`config.mk`:
```
export PLATFORM = sky130hd
export DESIGN_NAME = pq_client_arb
export DESIGN_NICKNAME = d
export VERILOG_FILES = /design/src/rtl/pq_pkg.sv /design/src/rtl/rr_arbiter.sv /design/src/rtl/pq_client_arb.sv
export SDC_FILE = /design/constraint.sdc
export NUM_CORES = 1
export LEC_CHECK = 0
export CAP_MARGIN = 40
export CELL_PAD_IN_SITES_DETAIL_PLACEMENT = 0
export CELL_PAD_IN_SITES_GLOBAL_PLACEMENT = 1
export CORE_MARGIN = 2
export CORE_UTILIZATION = 25
export CTS_CLUSTER_SIZE = 30
export DETAILED_ROUTE_END_ITERATION = 10
export GPL_ROUTABILITY_DRIVEN = 0
export PLACE_DENSITY_LB_ADDON = 0.1
export REMOVE_ABC_BUFFERS = 1
export SYNTH_ARGS = -nofsm -noshare
export SYNTH_HDL_FRONTEND = slang
export SYNTH_SLANG_ARGS = --single-unit
export TNS_END_PERCENT = 1
```
`constraint.sdc`:
```
create_clock -name clk -period 1.8 [get_ports clk]
set_input_delay 0.36 -clock clk [delete_from_list [all_inputs] [get_ports clk]]
set_output_delay 0.36 -clock clk [all_outputs]
set_load 0.02 [all_outputs]
```
`src/rtl/pq_pkg.sv`:
```
// Shared priority-queue types: key-value record, capacity, client op codes and
// the client arbiter's state encoding.
package pq_pkg;

    localparam int KEY_W       = 8;
    localparam int VAL_W       = 8;
    localparam int PQ_CAPACITY = 4;
    localparam int CNT_W       = $clog2(PQ_CAPACITY) + 1;

    typedef struct packed {
        logic [KEY_W-1:0] key;
        logic [VAL_W-1:0] val;
    } kv_t;

    localparam logic [KEY_W-1:0] KEY0 = '0;
    localparam logic [VAL_W-1:0] VAL0 = '0;
    localparam kv_t              KV0  = '{key: KEY0, val: VAL0};

    // 2'b00 is deliberately unnamed: it is the illegal encoding.
    typedef enum logic [1:0] {
        OP_ENQ  = 2'b01,
        OP_DEQ  = 2'b10,
        OP_REPL = 2'b11
    } pq_op_t;

    typedef enum logic [2:0] {
        ST_ARB,
        ST_ISSUE,
        ST_SETTLE,
        ST_WAIT,
        ST_ACK
    } arb_state_t;

endpackage

```
`src/rtl/rr_arbiter.sv`:
```
// Combinational round-robin pick: first requester at or after rr_ptr, wrapping.
module rr_arbiter #(
    parameter  int N  = 4,
    localparam int IW = (N > 1) ? $clog2(N) : 1
) (
    input  logic [N-1:0]  req,
    input  logic [IW-1:0] rr_ptr,
    output logic [IW-1:0] gnt_idx,
    output logic          gnt_valid
);

    // Scan farthest-to-nearest so the last hit is the closest to rr_ptr.
    always_comb begin
        gnt_idx   = '0;
        gnt_valid = 1'b0;
        for (int k = N - 1; k >= 0; k--) begin
            int j;
            j = int'(rr_ptr) + k;
            if (j >= N) j = j - N;
            if (req[j]) begin
                gnt_idx   = IW'(j);
                gnt_valid = 1'b1;
            end
        end
    end

endmodule

```
`src/rtl/pq_client_arb.sv`:
```
// Shares one priority-queue device among N clients: round-robin grant, legality
// check, single-cycle command pulse, busy wait and per-client ack with result.
module pq_client_arb
    import pq_pkg::*;
#(
    parameter  int N  = 4,
    localparam int IW = (N > 1) ? $clog2(N) : 1
) (
    input  logic                 clk,
    input  logic                 rst,
    input  logic [N-1:0]         req,
    input  pq_op_t [N-1:0]       op,
    input  kv_t [N-1:0]          kv_in,
    output logic [N-1:0]         ack,
    output kv_t                  kv_out,
    output logic                 err,
    output logic [CNT_W-1:0]     count,
    output logic                 pq_enq,
    output logic                 pq_deq,
    output kv_t                  pq_kvi,
    input  kv_t                  pq_kvo,
    input  logic                 pq_full,
    input  logic                 pq_empty,
    input  logic                 pq_busy
);

    arb_state_t       state_q;
    logic [IW-1:0]    rr_ptr_q, rr_ptr_d;
    logic [IW-1:0]    gidx_q;
    pq_op_t           gop_q;
    kv_t              gkv_q, res_q;
    logic             err_q;
    logic [CNT_W-1:0] count_q, count_d;
    logic [IW-1:0]    gnt_idx;
    logic             gnt_valid;
    logic             legal, issue;

    rr_arbiter #(.N(N)) u_rr (
        .req       (req),
        .rr_ptr    (rr_ptr_q),
        .gnt_idx   (gnt_idx),
        .gnt_valid (gnt_valid)
    );

    always_comb begin
        legal = 1'b0;
        case (gop_q)
            OP_ENQ:          legal = !pq_full;
            OP_DEQ, OP_REPL: legal = !pq_empty;
            default:         legal = 1'b0;
        endcase
    end

    assign issue  = (state_q == ST_ISSUE) && legal;
    assign pq_enq = issue && gop_q[0];
    assign pq_deq = issue && gop_q[1];
    assign pq_kvi = issue ? gkv_q : KV0;

    // res_q is cleared at grant, so ENQ and rejected acks return {KEY0,VAL0}.
    assign kv_out = (state_q == ST_ACK) ? res_q : KV0;
    assign err    = (state_q == ST_ACK) && err_q;
    assign count  = count_q;

    always_comb begin
        ack = '0;
        for (int i = 0; i < N; i++)
            ack[i] = (state_q == ST_ACK) && (gidx_q == IW'(i));
    end

    always_comb begin
        count_d = count_q;
        if (!err_q) begin
            case (gop_q)
                OP_ENQ:  count_d = count_q + 1'b1;
                OP_DEQ:  count_d = count_q - 1'b1;
                default: count_d = count_q;
            endcase
        end
        rr_ptr_d = (gidx_q == IW'(N - 1)) ? '0 : gidx_q + 1'b1;
    end

    always_ff @(posedge clk) begin
        if (rst) begin
            state_q  <= ST_ARB;
            rr_ptr_q <= '0;
            gidx_q   <= '0;
            gop_q    <= pq_op_t'(2'b00);
            gkv_q    <= KV0;
            res_q    <= KV0;
            err_q    <= 1'b0;
            count_q  <= '0;
        end else begin
            case (state_q)
                ST_ARB: begin
                    if (!pq_busy && gnt_valid) begin
                        gidx_q  <= gnt_idx;
                        gop_q   <= op[gnt_idx];
                        gkv_q   <= kv_in[gnt_idx];
                        res_q   <= KV0;
                        state_q <= ST_ISSUE;
                    end
                end
                ST_ISSUE: begin
                    if (!legal) begin
                        err_q   <= 1'b1;
                        state_q <= ST_ACK;
                    end else begin
                        if (gop_q[1]) res_q <= pq_kvo;
                        state_q <= ST_SETTLE;
                    end
                end
                ST_SETTLE: state_q <= ST_WAIT;
                ST_WAIT:   if (!pq_busy) state_q <= ST_ACK;
                ST_ACK: begin
                    count_q  <= count_d;
                    rr_ptr_q <= rr_ptr_d;
                    err_q    <= 1'b0;
                    state_q  <= ST_ARB;
                end
                default: state_q <= ST_ARB;
            endcase
        end
    end

endmodule

```
==> results of run 1 <==
critical path, cell delays in order (launching register included):
cell,delay [ns]
dfxtp_4,0.37
buf_6,0.11
ha_4,0.14
o21bai_4,0.08
a2111oi_4,0.42
buf_6,0.20
and2_4,0.16
buf_6,0.11
power by group through the flow:
stage,registers (mW),clock network (mW),logic (mW)
after floorplan,1.09,0,0.228
after CTS,1.09,0.709,0.613
after detailed placement,1.10,0,0.576
after global routing,1.10,0.752,0.664
after global placement,1.11,0,0.566
final,1.09,0.669,0.609
metrics by stage:
step / cell area, um^2 / hold slack (ns) / util, % / cells
4_1_cts: 4580 / 0.483 / 47.1 / 562
2_1_floorplan: 2410 / 0.424 / - / 249
3_5_place_dp: 4290 / 0.443 / 44.1 / 549
6_report: 4610 / 0.481 / 47.4 / 560
5_1_grt: 4610 / 0.501 / 47.4 / 560
3_3_place_gp: 4270 / 0.453 / 43.9 / 548
cells in the mapped netlist:
library cell   n
a2111oi_4      1
a21boi_0       1
a21oi_1        9
a221oi_1       1
a22o_1        17
and2_1        37
and2_4         1
and3_1         1
and4_1         1
buf_1          1
buf_2          6
buf_6          2
clkbuf_1       6
dfxtp_1       45
fa_1           1
ha_1           8
inv_1         11
mux2i_1       40
nand2_1       18
nand2b_1       4
nand3_1        1
nand3b_1       3
nor2_1        12
nor2_2         1
nor3_1         3
nor3_2         2
nor3b_2        1
nor4_1         1
o21ai_0        3
o21ai_1        1
o21bai_1       2
o221a_2        1
o221ai_1      18
or3_1          2
xnor2_1        1
xor2_1         1
flip-flops by register name, indices dropped and copies added (netlist names):
name and count:
gop_q 2, res_q 16, state_q 3, err_q 1, count 3, gidx_q 2
gkv_q 16, rr_ptr_q 2
worst max path at each step:
stage / to / cells past startpoint / startpoint / slack (ns)
after floorplan: gkv_q[0]$_SDFFE_PP0P_ / 5 / req[0] / -1.94
after global placement: pq_deq / 6 / pq_empty / -0.91
after detailed placement: pq_deq / 6 / pq_empty / -0.90
after CTS: pq_kvi[9] / 8 / gop_q[0]$_SDFFE_PP0P_ / -0.49
after global routing: pq_deq / 7 / gop_q[0]$_SDFFE_PP0P_ / -0.55
final: pq_deq / 7 / gop_q[0]$_SDFFE_PP0P_ / -0.46
final cells by class:
cell class,instances,area (um^2),share of cell area [%]
Clock buffer,5,68.8,1.49
Clock inverter,3,25.0,0.543
Inverter,11,41.3,0.896
Multi-Input combinational cell,193,1620,35.2
Sequential cell,45,910,19.7
Tap cell,133,166,3.61
Timing Repair Buffer,170,1780,38.5
routing by layer:
layer	up-vias	part of all wire, %
met5	-	0
met4	0	1.1
met3	6	9.5
met2	95	44
met1	1136	46
li1	1271	-
logic make-up after synthesis:
family,count (synthesis),share of synthesized area [%]
compound gates,54,17.7
xor+xnor,2,0.703
fa+ha+maj,9,4.82
buf+inv,26,4.82
flops,45,36.1
mux,40,16.1
simple gates,88,19.8
timing repair:
action | in CTS | in global routing
endpoints found under the setup margin | 74 | 74
pin swaps | 30 | 12
cloned | 1 | 0
resized for setup | 260 | 24
buffers inserted | 4 | 0
hold buffers | 0 | 0
==> results.md, run 1 <==
- Grt met2 use: 23.4%
- Pre-CTS WS: -0.901 ns
- Largest net degree at the start of global routing: 24
- Switch Pwr: 657 uW
- Die ar.: 0.0108 mm^2
- Setup crit end kind: output port
- ANT nets after route: 0
- Worst-path fanout max: 9
- Die Wd: 104 um
- I/O pin count: 139
- P&R area growth vs syn: 84.8%
- Fraction of layout cells with a size suffix above 1: 28.3%
- Number of H-tree levels: 2
- Post-Synthesis Cells: 264
- Avg WL per Cell: 14.5 um
- Sum of negative setup slack: -12.19 ns
- Power share of the combinational group: 25.7%
- LEAKAGE: 1.84 nW
- Clk slew on worst S/H paths: 0.10 ns
- Switch share: 27.8%
- Final Max Slew Viols: 0
- Kind of critical path: reg2out
- Initial Util: 25.6%
- DRT iter0 DRCs: 65
- Fmax: 443 MHz
- CTS Root Cell: clkbuf_8
- Internal power: 1.71 mW
- Vias after detailed routing: 2508
- DRC viols: 0
- Most frequent cells in the layout: 96 x clkdlybuf4s50_1, 44 x buf_6, 42 x dfxtp_1, 38 x mux2i_1, 20 x and2_1
- RSZ-0062 raised after global routing: yes
- Clock Latency Late Sink: 0.30 ns
- Clock group share of total power: 28.3%
- Max-cap violations: 0
- Global Route met1 Usage: 19.7%
- Avg Inst Size Synth: 9.45 um^2
- Max VDD drop: 0.000288 V
- Clock sinks: 45
- Avg Vias per Cell: 4.48
- Total track usage: 15.1%
- Flop-to-flop setup slack: -0.28 ns
- Grt total ovfl: 0
- Synth area leader: dfxtp_1
- Reg2reg start: gop_q[0]$_SDFFE_PP0P_
- Most common cell after layout, fill and taps aside: clkdlybuf4s50_1
- Std cell rows: 36
- Max clock buf depth: 2
- Hold_sp: gkv_q[2]$_SDFFE_PP0P_
- Yosys top cell area share: 36.1%
- Met3 Use GR: 6.08%
- Area contributors post-synth: dfxtp_1 36%, mux2i_1 16%, and2_1 9.3%
- ANT cells: 0
- Synthesized area: 0.00249 mm^2
- Status: complete, but fails checks
- Arrival @ worst endpoint: 1.90 ns
- Flop pwr share: 46.0%
- Critical R2R Capture: res_q[12]$_SDFFE_PP0P_
- Hpwl dp: 5880 um
- Skew final: 0.0115 ns
- Register area share after synthesis: 36.1%
- Period utilization: 125%
- Gr busiest metal: met2
- Vias in the first global route: 2551
- Worst EP required: 1.44 ns
- Setup ws final: -0.457 ns
- Min Tclk post-route: 2.26 ns
- Hold violation total from the final report: 0
- Final Power: 2.37 mW
- Slew HR: 77.4%
- IO Port Bufs: 138
- Worst Hold Path EP: gkv_q[2]$_SDFFE_PP0P_
- Distinct cell type count after synthesis: 36
- Fillers: 971
- CTS tree: built
- Worst reg2reg path depth: 10
- NumNets Final: 532
- Setup-failing EPs final: 35
- Die height: 104 um
- Drt pass-1 iters: 4
- Worst Max-Slew Pin Slew: 0.337 ns
- Total CTS buffers: 5
- Yosys warnings: 0
- Violated checks: setup timing
- Initial antenna violation count: 0
- Hold WC Path Type: reg2reg
- Hold path depth: 2
- Pwr Density: 513 mW/mm^2
- Critical Path Start Type: flop
- Core footprint: 0.00973 mm^2
- First-pass GRT wire length: 13100 um
- Wirelength, routed: 8120 um
- Synthesis-stage register bit count: 45
Note: power is estimated with default switching activity, not from simulation.
==> inputs of run 2 (changes only) <==
CTS_CLUSTER_SIZE = default   (was 30)
==> results of run 2 <==
Final layout, timing and power as in run 1 (identical DEF).
==> inputs of run 3 (changes only) <==
REMOVE_ABC_BUFFERS = default   (was 1)
==> run 3 against run 2 <==
The flow still finishes with violations (setup timing); first-iteration DRC count down 49%; clock power is 2% higher; combinational power grew 2%; wire length fell by 1.7%; critical path type unchanged; final area increased by 0.65%; die area unchanged; highest routed layer unchanged; critical endpoint is now pq_kvi[14].
==> results.md, run 3 (same netlist as run 1, synthesis figures left out) <==
- Number of H-tree levels: 2
- Drt pass-1 iters: 4
- Die Wd: 104 um
- Clock sinks: 45
- ANT nets after route: 0
- Clock Latency Late Sink: 0.30 ns
- Largest net degree at the start of global routing: 24
- Crit-path cells: buf_6 -> ha_4 -> nand2b_4 -> a2111oi_4 -> buf_4 -> buf_12 -> and2_2 -> buf_6
- CTS Root Cell: clkbuf_8
- Avg WL per Cell: 14.3 um
- DRT iter0 DRCs: 33
- First-pass GRT wire length: 13000 um
- CP top delay family: buffers and inverters
- Worst Setup SP: gop_q[0]$_SDFFE_PP0P_
- Total track usage: 14.7%
- DRC viols: 0
- Grt total ovfl: 0
- Placed cells: 545
- Skew final: 0.00592 ns
- Setup-failing EPs final: 35
- NumNets Final: 530
- Hpwl dp: 5790 um
- Most common cell after layout, fill and taps aside: clkdlybuf4s50_1
- WP buf/inv: 4
- Max incr delay on CP: 0.38 ns
- Hold WC Path Type: reg2reg
- Synthesized Nets: 370
- Hold_sp: gkv_q[8]$_SDFFE_PP0P_
- Violated checks: setup timing
- Critical Path Start Type: flop
- Pwr Density: 514 mW/mm^2
- Slew HR: 76.6%
- Avg Vias per Cell: 4.51
- Worst-path fanout max: 8
- Worst EP required: 1.44 ns
- RSZ-0062 raised after global routing: yes
- Post-route non-filler standard cell count: 558
- Min Tclk post-route: 2.24 ns
- Std cell rows: 36
- Arrival @ worst endpoint: 1.88 ns
- Wirelength, routed: 7980 um
- Fraction of layout cells with a size suffix above 1: 29.9%
- Die ar.: 0.0108 mm^2
- I/O pin count: 139
- Vias after detailed routing: 2516
- IO Port Bufs: 138
- Initial Util: 25.6%
- Period utilization: 124%
- ANT cells: 0
- Most frequent cells in the layout: 95 x clkdlybuf4s50_1, 41 x buf_6, 40 x mux2i_1, 40 x dfxtp_1, 24 x and2_4
- Final Max Slew Viols: 0
- Kind of critical path: reg2out
- Initial antenna violation count: 0
- LEAKAGE: 1.85 nW
- CTS tree: built
- Max clock buf depth: 2
- Crit path top cell by count: buf_6
- Worst Max-Slew Pin Slew: 0.348 ns
- Total CTS buffers: 5
- Setup ws final: -0.440 ns
- Fmax: 446 MHz
- P&R area growth vs syn: 86.1%
- Vias in the first global route: 2642
- Max-cap violations: 0
- Clk slew on worst S/H paths: 0.10 ns
- Sum of negative setup slack: -9.41 ns
- Die height: 104 um
- CP max stage cell: dfxtp_4
- Hold violation total from the final report: 0
- Reg2reg start: gop_q[0]$_SDFFE_PP0P_
- Setup crit end kind: output port
- Biggest regs: gkv_q x16, res_q x16
- Core footprint: 0.00973 mm^2
- Status: complete, but fails checks
- Max VDD drop: 0.000293 V
run 3: cell count changes in the layout (fill, tap and decap cells not counted), sizes merged:
cell,delta
dlymetal6s2s,+1
buf,-2
clkdlybuf4s50,-1
run 3: report_power, final:
group          internal [mW]  leakage [nW]  switching, mW
Clock                  0.281        0.0447          0.401
Sequential              1.05         0.369         0.0378
Combinational          0.385          1.44          0.234
Total                   1.71          1.85          0.672
run 3: path summary, 6_finish.rpt:
kind                       endpoint  slack, ns  depth (start not counted)
min           gkv_q[8]$_SDFFE_PP0P_       0.47                          2
max                      pq_kvi[14]      -0.44                          8
min reg2reg   gkv_q[8]$_SDFFE_PP0P_       0.47                          2
max reg2reg  res_q[14]$_SDFFE_PP0P_      -0.13                         10
run 3: metal layers:
metal / global-route usage [%] / part of all wire [%] / routed length [um]
met5: 0 / 0 / 0
met2: 26.1 / 50 / 3970
met1: 17.3 / 42 / 3350
met4: 3.67 / 1.0 / 83
met3: 4.39 / 7.2 / 571
run 3: tightest hold or removal path: cells and delay by family (launching register included):
kind | cells | cell delay, ns
simple gates | 1 | 0.05
compound gates | 1 | 0.06
flops | 1 | 0.33
run 3: what timing repair did:
action	4_1_cts	5_1_grt
endpoints found under the hold margin	0	0
pin swaps	8	22
setup endpoints to repair	73	74
hold buffers	0	0
gates cloned	1	0
buffers inserted	4	1
gates resized for setup	246	33
run 3: area by class of cell:
type / instances / area [um^2]
timing repair buffer: 168 / 1780
sequential: 45 / 912
clock inverter: 3 / 25.0
tap: 133 / 166
clock buffer: 5 / 68.8
multi-input combinational: 193 / 1640
fill: 968 / 5090
inverter: 11 / 46.3
run 3: through the flow:
stage	hold slack [ns]	utilization (%)	instance area [um^2]	power [mW]	worst slack, ns
floorplan	0.424	-	2560	1.34	-0.0235
global placement	0.447	44.6	4340	1.70	-0.824
detailed placement	0.444	44.6	4340	1.69	-0.857
CTS	0.467	46.9	4570	2.41	-0.477
global route	0.494	47.7	4640	2.50	-0.526
finish	0.473	47.7	4640	2.39	-0.440
